`src/rtl/fft_out_reorder.sv`:
```
// Bit-reversed to natural-order reorder buffer for the 32-point MDC FFT output, ping-pong banked.
// Optional frame counter port enabled by defining FFT_REORDER_FRAMECNT_EN.
`timescale 1ns/1ps

module fft_out_reorder #(
    parameter int N     = 32,
    parameter int LOG2N = 5,
    parameter int DW    = 9
) (
    input  logic             clk,
    input  logic             rst,
    input  logic             in_valid,
    input  logic [DW-1:0]    in_re,
    input  logic [DW-1:0]    in_im,
    output logic             out_valid,
    input  logic             out_ready,
    output logic [DW-1:0]    out_re,
    output logic [DW-1:0]    out_im,
    output logic [LOG2N-1:0] out_index,
    output logic             out_last,
    output logic             ovf
`ifdef FFT_REORDER_FRAMECNT_EN
    ,
    output logic [7:0]       frame_cnt
`endif
);

    localparam logic [LOG2N-1:0] LAST = LOG2N'(N - 1);

    function automatic logic [LOG2N-1:0] bitrev(input logic [LOG2N-1:0] v);
        logic [LOG2N-1:0] r;
        for (int i = 0; i < LOG2N; i++) r[i] = v[LOG2N-1-i];
        return r;
    endfunction

    logic [2*DW-1:0]  mem [2][N];
    logic [1:0]       bank_full, bank_full_nxt;
    logic [LOG2N-1:0] wr_cnt, rd_cnt;
    logic             wr_bank, rd_bank, drop_frame;
    logic             drop_cur, wr_close, wr_commit, rd_adv, rd_take, rd_close;

    // NOTE: every always_comb output gets a default before any branch, so no latch can be inferred.
    always_comb begin
        drop_cur  = (wr_cnt == '0) ? bank_full[wr_bank] : drop_frame;
        wr_close  = in_valid && (wr_cnt == LAST);
        wr_commit = wr_close && !drop_cur;
        rd_adv    = !out_valid || out_ready;
        rd_take   = rd_adv && bank_full[rd_bank];
        rd_close  = rd_take && (rd_cnt == LAST);
    end

    // Write and read never touch the same bank in one cycle, so a set and a clear both apply.
    always_comb begin
        bank_full_nxt = bank_full;
        if (rd_close)  bank_full_nxt[rd_bank] = 1'b0;
        if (wr_commit) bank_full_nxt[wr_bank] = 1'b1;
    end

    // NOTE: the sample array is deliberately not reset so it can map onto RAM; bank_full alone
    // says which contents are meaningful.
    always_ff @(posedge clk) begin
        if (in_valid && !drop_cur) mem[wr_bank][bitrev(wr_cnt)] <= {in_re, in_im};
    end

    // NOTE: sequential state uses non-blocking assignments so every flop samples pre-edge values.
    always_ff @(posedge clk) begin
        if (rst) begin
            wr_cnt     <= '0;
            wr_bank    <= 1'b0;
            drop_frame <= 1'b0;
            ovf        <= 1'b0;
        end else if (in_valid) begin
            wr_cnt <= wr_close ? '0 : wr_cnt + 1'b1;
            if (wr_cnt == '0) begin
                drop_frame <= bank_full[wr_bank];
                if (bank_full[wr_bank]) ovf <= 1'b1;
            end
            if (wr_commit) wr_bank <= !wr_bank;
        end
    end

    always_ff @(posedge clk) begin
        if (rst) begin
            bank_full <= '0;
            rd_cnt    <= '0;
            rd_bank   <= 1'b0;
            out_valid <= 1'b0;
            out_re    <= '0;
            out_im    <= '0;
            out_index <= '0;
            out_last  <= 1'b0;
        end else begin
            bank_full <= bank_full_nxt;
            if (rd_adv) begin
                out_valid <= bank_full[rd_bank];
                if (rd_take) begin
                    {out_re, out_im} <= mem[rd_bank][rd_cnt];
                    out_index        <= rd_cnt;
                    out_last         <= (rd_cnt == LAST);
                    rd_cnt           <= rd_cnt + 1'b1;
                    if (rd_cnt == LAST) rd_bank <= !rd_bank;
                end
            end
        end
    end

`ifdef FFT_REORDER_FRAMECNT_EN
    always_ff @(posedge clk) begin
        if (rst)                                      frame_cnt <= '0;
        else if (out_last && out_valid && out_ready) frame_cnt <= frame_cnt + 1'b1;
    end
`endif

endmodule

```
`config.mk`:
```
export PLATFORM = sky130hd
export DESIGN_NAME = fft_out_reorder
export DESIGN_NICKNAME = d
export VERILOG_FILES = /design/src/rtl/fft_out_reorder.sv
export SDC_FILE = /design/constraint.sdc
export NUM_CORES = 1
export LEC_CHECK = 0
export CAP_MARGIN = 20
export CORE_MARGIN = 5
export CORE_UTILIZATION = 40
export CTS_CLUSTER_SIZE = 20
export DETAILED_ROUTE_END_ITERATION = 12
export SYNTH_ARGS = -nofsm -noshare
export SYNTH_HDL_FRONTEND = slang
export SYNTH_SLANG_ARGS = --single-unit
```
`constraint.sdc`:
```
create_clock -name clk -period 5.2 [get_ports clk]
set_input_delay 1.04 -clock clk [delete_from_list [all_inputs] [get_ports clk]]
set_output_delay 1.04 -clock clk [all_outputs]
set_load 0.05 [all_outputs]
```
# Word level (Yosys, flattened, before mapping)
# Memories as Yosys holds them, arrays and structs flattened. A register that Yosys moved wholly into a read port is not among the register bits.
# Index checks and enable logic that the tools add are counted.
[classes]
n_mul = 0
bitwise = 5
div = 0
n_reduce_logical = 18
eq_ne = 2
n_mux = 21
magnitude_cmp = 7
n_addsub = 2
shifts = 0
[op_table]
columns = ["operator", "count"]
rows = [
  ["two-way mux 576 bit", 1],
  ["binary-select mux 18 bit (select 5 bit)", 1],
  ["demux 18 bit (select 5 bit)", 1],
  ["two-way mux 18 bit", 3],
  [">= comparator 6 bit (second input constant)", 2],
  ["NOT 5 -> 6 bit", 2],
  ["adder 5 x 1 -> 5 bit (second input constant)", 2],
  ["== test 5 bit (second input constant)", 2],
  ["two-way mux 1 bit", 10],
  ["logical AND 1 bit", 8],
  ["< comparator 6 x 1 -> 1 bit (second input constant)", 1],
  ["AND reduction 3 bit", 2],
  ["zero test 5 bit", 1],
  ["two-way mux 5 bit", 1],
  ["zero test 1 bit", 4],
  ["< comparator 1 x 2 -> 1 bit (second input constant)", 2],
  ["two-way mux 2 bit", 2],
  ["AND reduction 2 bit", 2],
  ["bitwise AND 2 bit", 1],
  ["demux 1 bit (select 1 bit)", 2],
  [">= comparator 1 bit (second input constant)", 2],
  ["NOT 2 bit", 1],
  ["OR 2 bit", 1],
  ["logical OR 1 bit", 1],
]
[totals]
latch_bits = 0
n_memories = 1
register_bits = 41
in_bits = 22
ramBits = 1152
romBits = 0
word_cells = 68
[mem_list]
columns = ["name", "depth", "word_bits", "rd", "rd_clocked_by_memory_dff", "write_ports", "line_no", "rtl"]
rows = [
  ["mem", 2, 576, 1, 1, 1, "36", "logic [2*DW-1:0] mem [2][N];"],
]

# Longest topological paths before layout
# Gate-level depths: netlist of run 1.
[depth]
depth_word = 9
ltp_mapped = 10
depth_no_buf = 7

# Worst setup path after synthesis of run 1
# No wires, ideal clock.
[synth_timing]
path_type = "register to register"
startpoint = "reg wr_cnt[0]"
endpoint = "mem mem[1][72] (netlist bit), enable pin"
arrival_time_ps = 2549
setup_slack_ps = 2258
required_ps = 4807
path_stages_with_launch = 9
n_path_buf = 1
setup_time_ps = 393
period_less_slack_ps = 2942
cell_sequence = "dfxtp_1 -> inv_1 -> ha_1 -> or4b_1 -> mux2i_1 -> and2_1 -> buf_4 -> nand2_1 -> nor2_1"
[synth_via]
elab_chain_cells = 6
word_cells_on_any_way = 12
[synth_rtl]
columns = ["item", "line_no", "rtl"]
rows = [
  ["start, declared", "38", "logic [LOG2N-1:0] wr_cnt, rd_cnt;"],
  ["start signal, assigned", "73", "wr_cnt <= wr_close ? '0 : wr_cnt + 1'b1;"],
  ["NOT 5 -> 6 bit (implied by the code) / zero test 5 bit (equally long branches)", "62, 44", ""],
  [">= comparator 6 bit (implied by the code), or another cell as far along", "62", "if (in_valid && !drop_cur) mem[wr_bank][bitrev(wr_cnt)] <= {in_re, in_im};"],
  ["logical AND 1 bit (implied by the code) / zero test 1 bit (equally long branches)", "62", ""],
  ["two-way mux 18 bit (implied by the code) / logical AND 1 bit (equally long branches)", "62", ""],
  ["demux 18 bit (select 5 bit) / two-way mux 1 bit (equally long branches)", "62", ""],
  ["two-way mux 576 bit (implied by the code) (*)", "62", ""],
  ["end, declared", "36", ""],
]
# Mark *: on every way between the ends. The rest lies on a longest branch, timed or not.

# Final worst setup path of run 1
[layout_timing]
startpoint = "reg rd_cnt[0]"
endpoint = "reg out_im[7]"
[layout_via]
elab_chain_cells = 4
[layout_rtl]
columns = ["item", "line_no", "rtl"]
rows = [
  ["start, declared", "38", ""],
  ["start signal, assigned", "100", "rd_cnt <= rd_cnt + 1'b1;"],
  ["NOT 5 -> 6 bit (implied by the code)", "97", "{out_re, out_im} <= mem[rd_bank][rd_cnt];"],
  ["binary-select mux 18 bit (select 5 bit)", "97", ""],
  ["two-way mux 18 bit (implied by the code) (2 in series)", "97", ""],
  ["end signal, assigned", "97", ""],
  ["end, declared", "18", "output logic [DW-1:0] out_im,"],
]
# Every way passes these cells. The select of a mux whose other input is x is not followed.
# A chain may end at the register's enable or synchronous reset.

==> results_dict.tcl, run 1 <==
set metrics [dict create \
    cts_root_buffer "clkbuf_16" \
    die_h_um 348 \
    clkSlewWorstSetupHoldPaths_ps 60 \
    synth.area.top_cells "edfxtp_1 (76%), mux4_2 (11%), mux2i_1 (4.4%)" \
    viasPerCell 5.68 \
    cts_tree "yes" \
    cp_slowest_cell "dfxtp_1" \
    crit_required_ps 5770 \
    synth_largest_area_cell "edfxtp_1" \
    synth_edf_count 1152 \
    ys_warn_count 0 \
    stdcell_area_mm2 0.0523 \
    async_reset_ff_share_pct 0 \
    utilization_pct 45.9 \
    dieArea_mm2 0.121 \
    dp.cells 3732 \
    seq_area_frac_synth_pct 77.5 \
    grt_max_degree 86 \
    maxCapViolations 0 \
    syn_area_mm2 0.0457 \
    numCtsBuffers 118 \
    rrSetupSlack_ps 1710 \
    drive_above_1_share_pct 23.3 \
    critPathLaunchType "flop" \
    hold_viol 0 \
    grt_pass1_vias 22176 \
    antenna_found_initial 1 \
    die_w_um 348 \
    initial_core_util_pct 40.1 \
    p_leak_nw 16.0 \
    fin_cells 3956 \
    n_fill_cell 9425 \
    postCtsSetupBuffers 0 \
    arrival_ps 4060 \
    rsz0062_at_grt "false" \
    ios 48 \
    fin_worst_skew_ps 20.5 \
    dr.pass1.iters 5 \
    overflow 0 \
    fin_hold_ws_ps 496 \
    drtIter0Drc 2477 \
    gp_congestion 0.922 \
    synth_flop_cell "edfxtp_1" \
    syn_nets 2223 \
    finalSetupViolations 0 \
    diodes 0 \
    tightest_slew_ps 1150 \
    max_freq_mhz 287 \
    cts_sinks 1194 \
    cp_slowest_stage_delay_ps 850 \
    power_density_mw_per_mm2 373 \
    htreeDepth 3 \
    synthToLayoutAreaGrowth_pct 14.4 \
    place_area_mm2 0.0483 \
    synthCells 2192 \
    hold_path.class "reg2reg" \
    status "completed" \
    cts_hold_buf 0 \
    port_buffers 47 \
    grt_first_pass_wirelength_um 161000 \
    drc 0 \
    fin_tns_setup_ps 0 \
    dp.final_hpwl_um 68300 \
    num_rows 124 \
    cp_max_fo 22 \
    wl_um 112000 \
    core-area_mm2 0.114 \
    finalNetCount 2372 \
    cts_resized 0 \
    irDropWorstVdd_v 0.000241 \
    via_count 22462 \
    worstSetupPathType "reg2reg" \
    clkLatencyLatePin_ps 690 \
    clockBufferDepth 3 \
    slew_violations 0 \
    grt_use_total_pct 18.2 \
    crit_chain "clkinv_2 > buf_4 > mux2i_1 > o21ai_0 > a22o_1 > a221o_1" \
    period_share_pct 67.1 \
    syn-mean-instance-area_um2 20.9 \
    wire_per_inst_um 28.4 \
    ys_ff_latch 1194 \
    ys_types 45 \
    post-route-min-period_ps 3490 \
    synth_top_area_share_pct 75.7 \
    timing.slew.headroom_pct 22.8 \
    antenna_left 0 \
    cp-end-kind "flop" \
]
==> flip-flops by register name (all words and copies together) (netlist names), named ones only <==
name and flops:
bank_full 2, drop_frame 1, mem 1152, out_im 9, out_index 5, out_last 1
out_re 9, out_valid 1, ovf 1, rd_bank 1, rd_cnt 5, wr_bank 1
wr_cnt 5
==> final timing paths <==
kind / start / endpoint / depth (start not counted)
setup / recovery: rd_cnt[0] / out_im[7] / 6
hold / removal: out_index[4] / out_index[4] / 2
setup reg to reg: rd_cnt[0] / out_im[7] / 6
hold reg to reg: out_index[4] / out_index[4] / 2
==> synthesized netlist by cell type, types with 11 or more instances <==
master,n
nor2_1,83
dfxtp_1,42
o21ai_0,54
buf_4,11
edfxtp_1,1152
nor3_1,19
buf_1,17
buf_2,32
a22oi_1,37
a221o_1,18
nand2_1,23
o22ai_1,36
o221ai_1,17
mux2i_1,201
mux4_2,216
clkbuf_1,56
a21oi_1,49
a22o_1,18
a221oi_1,18
o21ai_1,19
==> per-stage QoR <==
| stage | worst slack, ps | power [W] |
|---|---|---|
| 5_1_grt | 1580 | 0.0200 |
| 2_1_floorplan | 2260 | 0.0108 |
| 6_report | 1710 | 0.0195 |
| 3_5_place_dp | 1330 | 0.0111 |
| 3_3_place_gp | 1420 | 0.0111 |
| 4_1_cts | 1740 | 0.0196 |
==> power by group <==
group	internal (W)	switching, W
registers	0.0106	0.00000715
logic	0.0000535	0.000259
clock network	0.00508	0.00353
==> layout make-up <==
class	instances	area (µm²)	share of cell area (%)
clock inverter	73	753	1.44
sequential	1194	35400	67.8
multi-input combinational	865	9720	18.6
tap	1512	1890	3.62
timing repair buffer	156	1260	2.41
clock buffer	150	3200	6.12
inverter	6	23.8	0.0455
==> metal layers <==
layer | track usage [%] | wire length, µm | part of all wire, % | up-vias
li1 | - | - | - | 9452
met1 | 27.4 | 49800 | 44 | 11912
met2 | 27.5 | 51300 | 46 | 952
met3 | 3.50 | 8280 | 7.4 | 144
met4 | 4.68 | 2820 | 2.5 | 2
met5 | 0 | 13 | 0.012 | -
==> critical path, delay by kind of cell (launching register included) <==
| kind | cells | cell delay, ps |
|---|---|---|
| muxes | 1 | 450 |
| DFF | 1 | 850 |
| buffers and inverters | 2 | 1130 |
| AOI/OAI and AO/OA | 3 | 910 |
==> cells in the final DEF, fill, tap and decap left out, types with 3 or more instances in the layout <==
cell type        count
a21oi_1             49
a221o_1             18
a221oi_1            18
a22o_1              18
a22oi_1             37
and2_1               3
buf_12               5
buf_2               18
buf_4              104
bufinv_16           15
clkbuf_1            24
clkbuf_16          122
clkbuf_8             4
clkdlybuf4s50_1     29
clkinv_1            28
clkinv_2            19
clkinvlp_4           6
dfxtp_1             39
edfxtp_1          1152
ha_1                 9
inv_1                5
mux2i_1            201
mux4_2             216
nand2_1             23
nand2b_1             3
nand3_1              4
nand3_2              6
nand3b_1             7
nor2_1              46
nor2_2              37
nor3_1              19
o21ai_0             54
o21ai_1             19
o221ai_1            17
o22ai_1             36
or3b_2               3
==> cells by family after synthesis <==
kind of cell    count (synthesis)  synth area share (%)
compound gates                269                  3.90
xor+xnor                        4                0.0766
fa+ha+maj                       9                 0.246
buf+inv                       133                  1.44
flops                        1194                  77.5
mux                           419                  15.1
simple gates                  164                  1.74
Power figures use the tool's default switching activity.
==> run 2, diff against run 1 <==
==> constraint.sdc (replaced) <==
create_clock -name clk -period 3 [get_ports clk]
set_input_delay 0.6 -clock clk [delete_from_list [all_inputs] [get_ports clk]]
set_output_delay 0.6 -clock clk [all_outputs]
set_load 0.05 [all_outputs]
==> run 2 against run 1 <==
  * Flip-flop and latch count is the same
  * Combinational power increased by 94%
  * Critical path depth increased by 2
  * Final area up 2.7%
  * Fmax is 20% higher
  * Die area stayed put
==> results_dict.tcl, run 2 (synthesized netlist as in run 1, its figures left out) <==
set metrics [dict create \
    fin_tns_setup_ps 0 \
    dr.pass1.iters 5 \
    critPathMostFrequentCell "buf_4" \
    drive_above_1_share_pct 25.7 \
    antenna_left 0 \
    arrival_ps 3490 \
    core-area_mm2 0.114 \
    layout_common_cells "edfxtp_1 (1152), mux4_2 (216), mux2i_1 (201)" \
    switchingPower_w 0.00658 \
    cp_slowest_cell "dfxtp_1" \
    wl_um 114000 \
    pwr-share-clk_pct 43.2 \
    dp.cells 3809 \
    die_h_um 348 \
    dieArea_mm2 0.121 \
    fin_worst_skew_ps 24.1 \
    antenna_found_initial 2 \
    finalSetupViolations 0 \
    timing.slew.headroom_pct 32.5 \
    crit_chain "buf_4 > nand3b_1 > buf_4 > buf_4 > o22ai_1 > nor3_1 > o21ai_0 > a221o_1" \
    grt_max_degree 65 \
    die_w_um 348 \
    ios 48 \
    clkSlewWorstSetupHoldPaths_ps 60 \
    crit_required_ps 3580 \
    worstSetupPathType "reg2reg" \
    cp_slowest_stage_delay_ps 520 \
    p_seq_share_pct 55.0 \
    cts_root_buffer "clkbuf_16" \
    maxCapViolations 0 \
    overflow 0 \
    utilization_pct 47.2 \
    grt_use_total_pct 18.8 \
    num_rows 124 \
    dp.final_hpwl_um 72800 \
    power_density_mw_per_mm2 620 \
    combPwrFrac_pct 1.8 \
    power.internal_w 0.0267 \
    mostFrequentLayoutCell "edfxtp_1" \
    initial_core_util_pct 40.1 \
    grt_pass1_vias 23082 \
    status "completed" \
    drc 0 \
    finalNetCount 2447 \
    switching_share_pct 19.7 \
    viasPerCell 5.63 \
    top_regs "mem: 1152 flops, out_im: 9 flops, out_re: 9 flops" \
    drtIter0Drc 2300 \
    cp-end-kind "flop" \
    cts_sinks 1194 \
    grt_first_pass_wirelength_um 166000 \
    p_leak_nw 16.6 \
    clkLatencyLatePin_ps 710 \
    htreeDepth 3 \
    hold_viol 0 \
    wire_per_inst_um 28.4 \
    critPathLaunchType "flop" \
    post-route-min-period_ps 2910 \
    max_freq_mhz 344 \
    cp_max_fo 20 \
    synthToLayoutAreaGrowth_pct 17.5 \
    clockBufferDepth 3 \
    rsz0062_at_grt "true" \
    cpLargestDelayFamily "buffers and inverters" \
    top_register "mem" \
    via_count 22678 \
    port_buffers 47 \
    cts_tree "yes" \
    numCtsBuffers 115 \
    tightest_slew_ps 1010 \
    slew_violations 0 \
    finalWorstSetupSlack_ps 92.5 \
    hold_path.class "in2reg" \
    crit_buf_inv 3 \
    irDropWorstVdd_v 0.000449 \
    largest_reg_flops 1152 \
    dp_slack_ps 56.3 \
    period_share_pct 96.9 \
    gp_congestion 0.888 \
    cts_hold_buf 0 \
    fin_cells 4027 \
]
## run 2: worst paths after layout
kind,endpoint,cells after the start,from,slack [ps]
worst max-delay path,out_im[2],8,rd_cnt[0],90
worst min-delay path,mem[0][146],1,in_im[2],400
worst max register to register,out_im[2],8,rd_cnt[0],90
worst min register to register,bank_full[0],2,bank_full[0],510
## run 2: power groups by stage
stage	clock (W)	combinational (W)	sequential, W
after floorplan	0	0.000116	0.0187
after global placement	0	0.000589	0.0187
after detailed placement	0	0.000612	0.0187
after CTS	0.0147	0.000613	0.0183
after global routing	0.0154	0.000638	0.0183
final	0.0144	0.000607	0.0183
## run 2: routing by layer
metal | wire length, µm | track usage (%) | vias up
met4 | 3000 | 4.95 | 0
met3 | 8640 | 4.06 | 156
met5 | 0 | 0 | -
met2 | 53400 | 29.2 | 872
met1 | 49200 | 27.1 | 12033
li1 | - | - | 9617
## run 2: what timing repair did
item                                    in CTS  in global routing
buffers inserted                             0                  0
resized for setup                            0                 10
endpoints found under the setup margin       0                426
## run 2: worst reg2reg max path: cells and delay by family, from the launching register on
kind | cells | cell delay, ps
AOI/OAI and AO/OA | 3 | 830
and+or+nand+nor | 2 | 580
DFF | 1 | 520
buffers and inverters | 3 | 870
## run 2: cell type report
class	instances	area, µm²
Antenna cell	1	2.50
Clock buffer	151	3080
Clock inverter	64	691
Fill cell	9341	60200
Inverter	6	23.8
Multi-Input combinational cell	865	9750
Sequential cell	1194	35400
Tap cell	1512	1890
Timing Repair Buffer	234	2830
## run 2: stage by stage
stage | hold WS (ps) | total power (W) | area (µm²)
2_1_floorplan | 462 | 0.0188 | 45700
3_3_place_gp | 487 | 0.0193 | 49900
3_5_place_dp | 491 | 0.0193 | 49900
4_1_cts | 349 | 0.0336 | 53700
5_1_grt | 366 | 0.0343 | 53700
6_report | 396 | 0.0333 | 53700
==> run 3, diff against run 2 <==
--- a/config.mk
+++ b/config.mk
@@ -6,8 +6,8 @@
 export NUM_CORES = 1
 export LEC_CHECK = 0
 export CAP_MARGIN = 20
-export CORE_MARGIN = 5
-export CORE_UTILIZATION = 40
+export CORE_MARGIN = 3
+export CORE_UTILIZATION = 47
 export CTS_CLUSTER_SIZE = 20
 export DETAILED_ROUTE_END_ITERATION = 12
 export SYNTH_ARGS = -nofsm -noshare
==> run 3 against run 2 <==
  * Critical path depth grew 1
  * Register-to-register slack gained 60 ps
  * Cell count shrank 6.0%
  * Worst setup slack gained 58 ps
  * Clock skew grew 11 ps
  * Final area shrank 0.42%
  * Flip-flop and latch count is the same
  * Largest power group unchanged
==> results_dict.tcl, run 3 (synthesized netlist as in run 1, its figures left out) <==
set metrics [dict create \
    critPathLaunchType "flop" \
    crit_path_start "wr_cnt[0]" \
    power_density_mw_per_mm2 628 \
    fin_worst_skew_ps 34.9 \
    tightest_slew_ps 951 \
    maxCapViolations 0 \
    cts_tree "yes" \
    wl_met2_um 53200 \
    viasPerCell 6.01 \
    finalWorstSetupSlack_ps 150 \
    crit_chain "inv_1 > ha_1 > or4b_1 > mux2i_1 > and2_2 > buf_4 > nand3_2 > nor2_1 > buf_12" \
    dieArea_mm2 0.101 \
    port_buffers 47 \
    dp.final_hpwl_um 72400 \
    synthToLayoutAreaGrowth_pct 17.0 \
    worstSetupPathType "reg2reg" \
    antenna_found_initial 3 \
    cp_max_fo 18 \
    num_rows 113 \
    wl_met3_um 8610 \
    cp_slowest_cell "or4b_1" \
    overflow 0 \
    drtIter0Drc 2737 \
    diodes 0 \
    via_count 22766 \
    p_leak_nw 16.6 \
    wirelength_met1_um 49500 \
    postCtsSetupBuffers 0 \
    top_regs "mem: 1152 flops, out_im: 9 flops, out_re: 9 flops" \
    cp-end-kind "flop" \
    finalSetupViolations 0 \
    worstSetupEndpoint "mem[1][327]" \
    dp_slack_ps 109 \
    antenna_left 0 \
    arrival_ps 3220 \
    grt_use_total_pct 22.4 \
    cts_hold_buf 0 \
    dp.cells 3569 \
    max_freq_mhz 351 \
    hold_path.class "in2reg" \
    grt_max_degree 65 \
    rsz0062_at_grt "false" \
    period_share_pct 95.0 \
    die_w_um 318 \
    grt_pass1_vias 22700 \
    layout_common_cells "edfxtp_1 (1152), mux4_2 (216), mux2i_1 (201)" \
    drc 0 \
    top_layer "met5" \
    finalNetCount 2456 \
    hold_viol 0 \
    grt_first_pass_wirelength_um 164000 \
    dr.pass1.iters 7 \
    cts_root_buffer "clkbuf_16" \
    finalPower_w 0.0336 \
    largest_reg_flops 1152 \
    cp_slowest_stage_delay_ps 490 \
    gp_congestion 0.899 \
    initial_core_util_pct 47.8 \
    htreeDepth 3 \
    mostFrequentLayoutCell "edfxtp_1" \
    clkSlewWorstSetupHoldPaths_ps 60 \
    wl_um 114000 \
    fin_cells 3787 \
    status "completed" \
    cts_sinks 1194 \
    wire_per_inst_um 30.0 \
    crit_required_ps 3370 \
    crit-reg2reg-launch "wr_cnt[0]" \
    slew_violations 0 \
    core-area_mm2 0.0957 \
    die_h_um 318 \
    clkLatencyLatePin_ps 680 \
    top_register "mem" \
    irDropWorstVdd_v 0.000437 \
    fin_tns_setup_ps 0 \
    ios 48 \
    r2r.worst_path.cells 9 \
    post-route-min-period_ps 2850 \
    numCtsBuffers 118 \
    timing.slew.headroom_pct 36.6 \
    rr_endpoint "mem[1][327]" \
    drive_above_1_share_pct 26.2 \
    rrSetupSlack_ps 150 \
    clockBufferDepth 3 \
]
-- run 3: how the worst min path moves through the flow --
stage,from,to,cells past startpoint
after floorplan,bank_full[0],bank_full[0],2
after global placement,bank_full[0],bank_full[0],2
after detailed placement,drop_frame,drop_frame,2
after CTS,in_im[0],mem[0][18],1
after global routing,in_im[0],mem[0][18],1
final,in_im[0],mem[0][18],1
-- run 3: what timing repair did --
item | CTS | global route
hold endpoints to repair | 0 | 0
setup endpoints to repair | 0 | 402
gates resized for setup | 0 | 4
-- run 3: power by group --
group	total (W)	switching (W)	internal (W)	leakage [nW]
Combinational	0.000626	0.000489	0.000137	4.04
Sequential	0.0183	0.0000114	0.0183	10.7
Clock	0.0147	0.00611	0.00854	1.86
-- run 3: layer usage --
layer | vias up | track usage, %
met1 | 12040 | 33.7
met5 | - | 0
met4 | 2 | 5.47
met3 | 127 | 3.42
met2 | 970 | 34.7
li1 | 9627 | -
-- run 3: per-stage QoR --
stage          instance area, µm²  utilization [%]  hold slack (ps)
2_1_floorplan               45700                -              462
3_3_place_gp                49600             51.8              481
3_5_place_dp                49600             51.8              485
4_1_cts                     53500             55.9              122
5_1_grt                     53500             55.9              146
6_report                    53500             55.9              159
-- run 3: layout make-up --
class | count | area [µm²]
fill | 7089 | 42200
sequential | 1194 | 35400
clock buffer | 143 | 3140
multi-input combinational | 865 | 9730
timing repair buffer | 240 | 2840
clock inverter | 74 | 731
tap | 1265 | 1580
inverter | 6 | 23.8
-- run 3: worst max-delay path: cells and delay by family, from the launching register on --
kind,cells,cell delay [ps]
adders and majority gates,1,170
buffers and inverters,3,530
DFF,1,350
muxes,1,210
and+or+nand+nor,4,1270
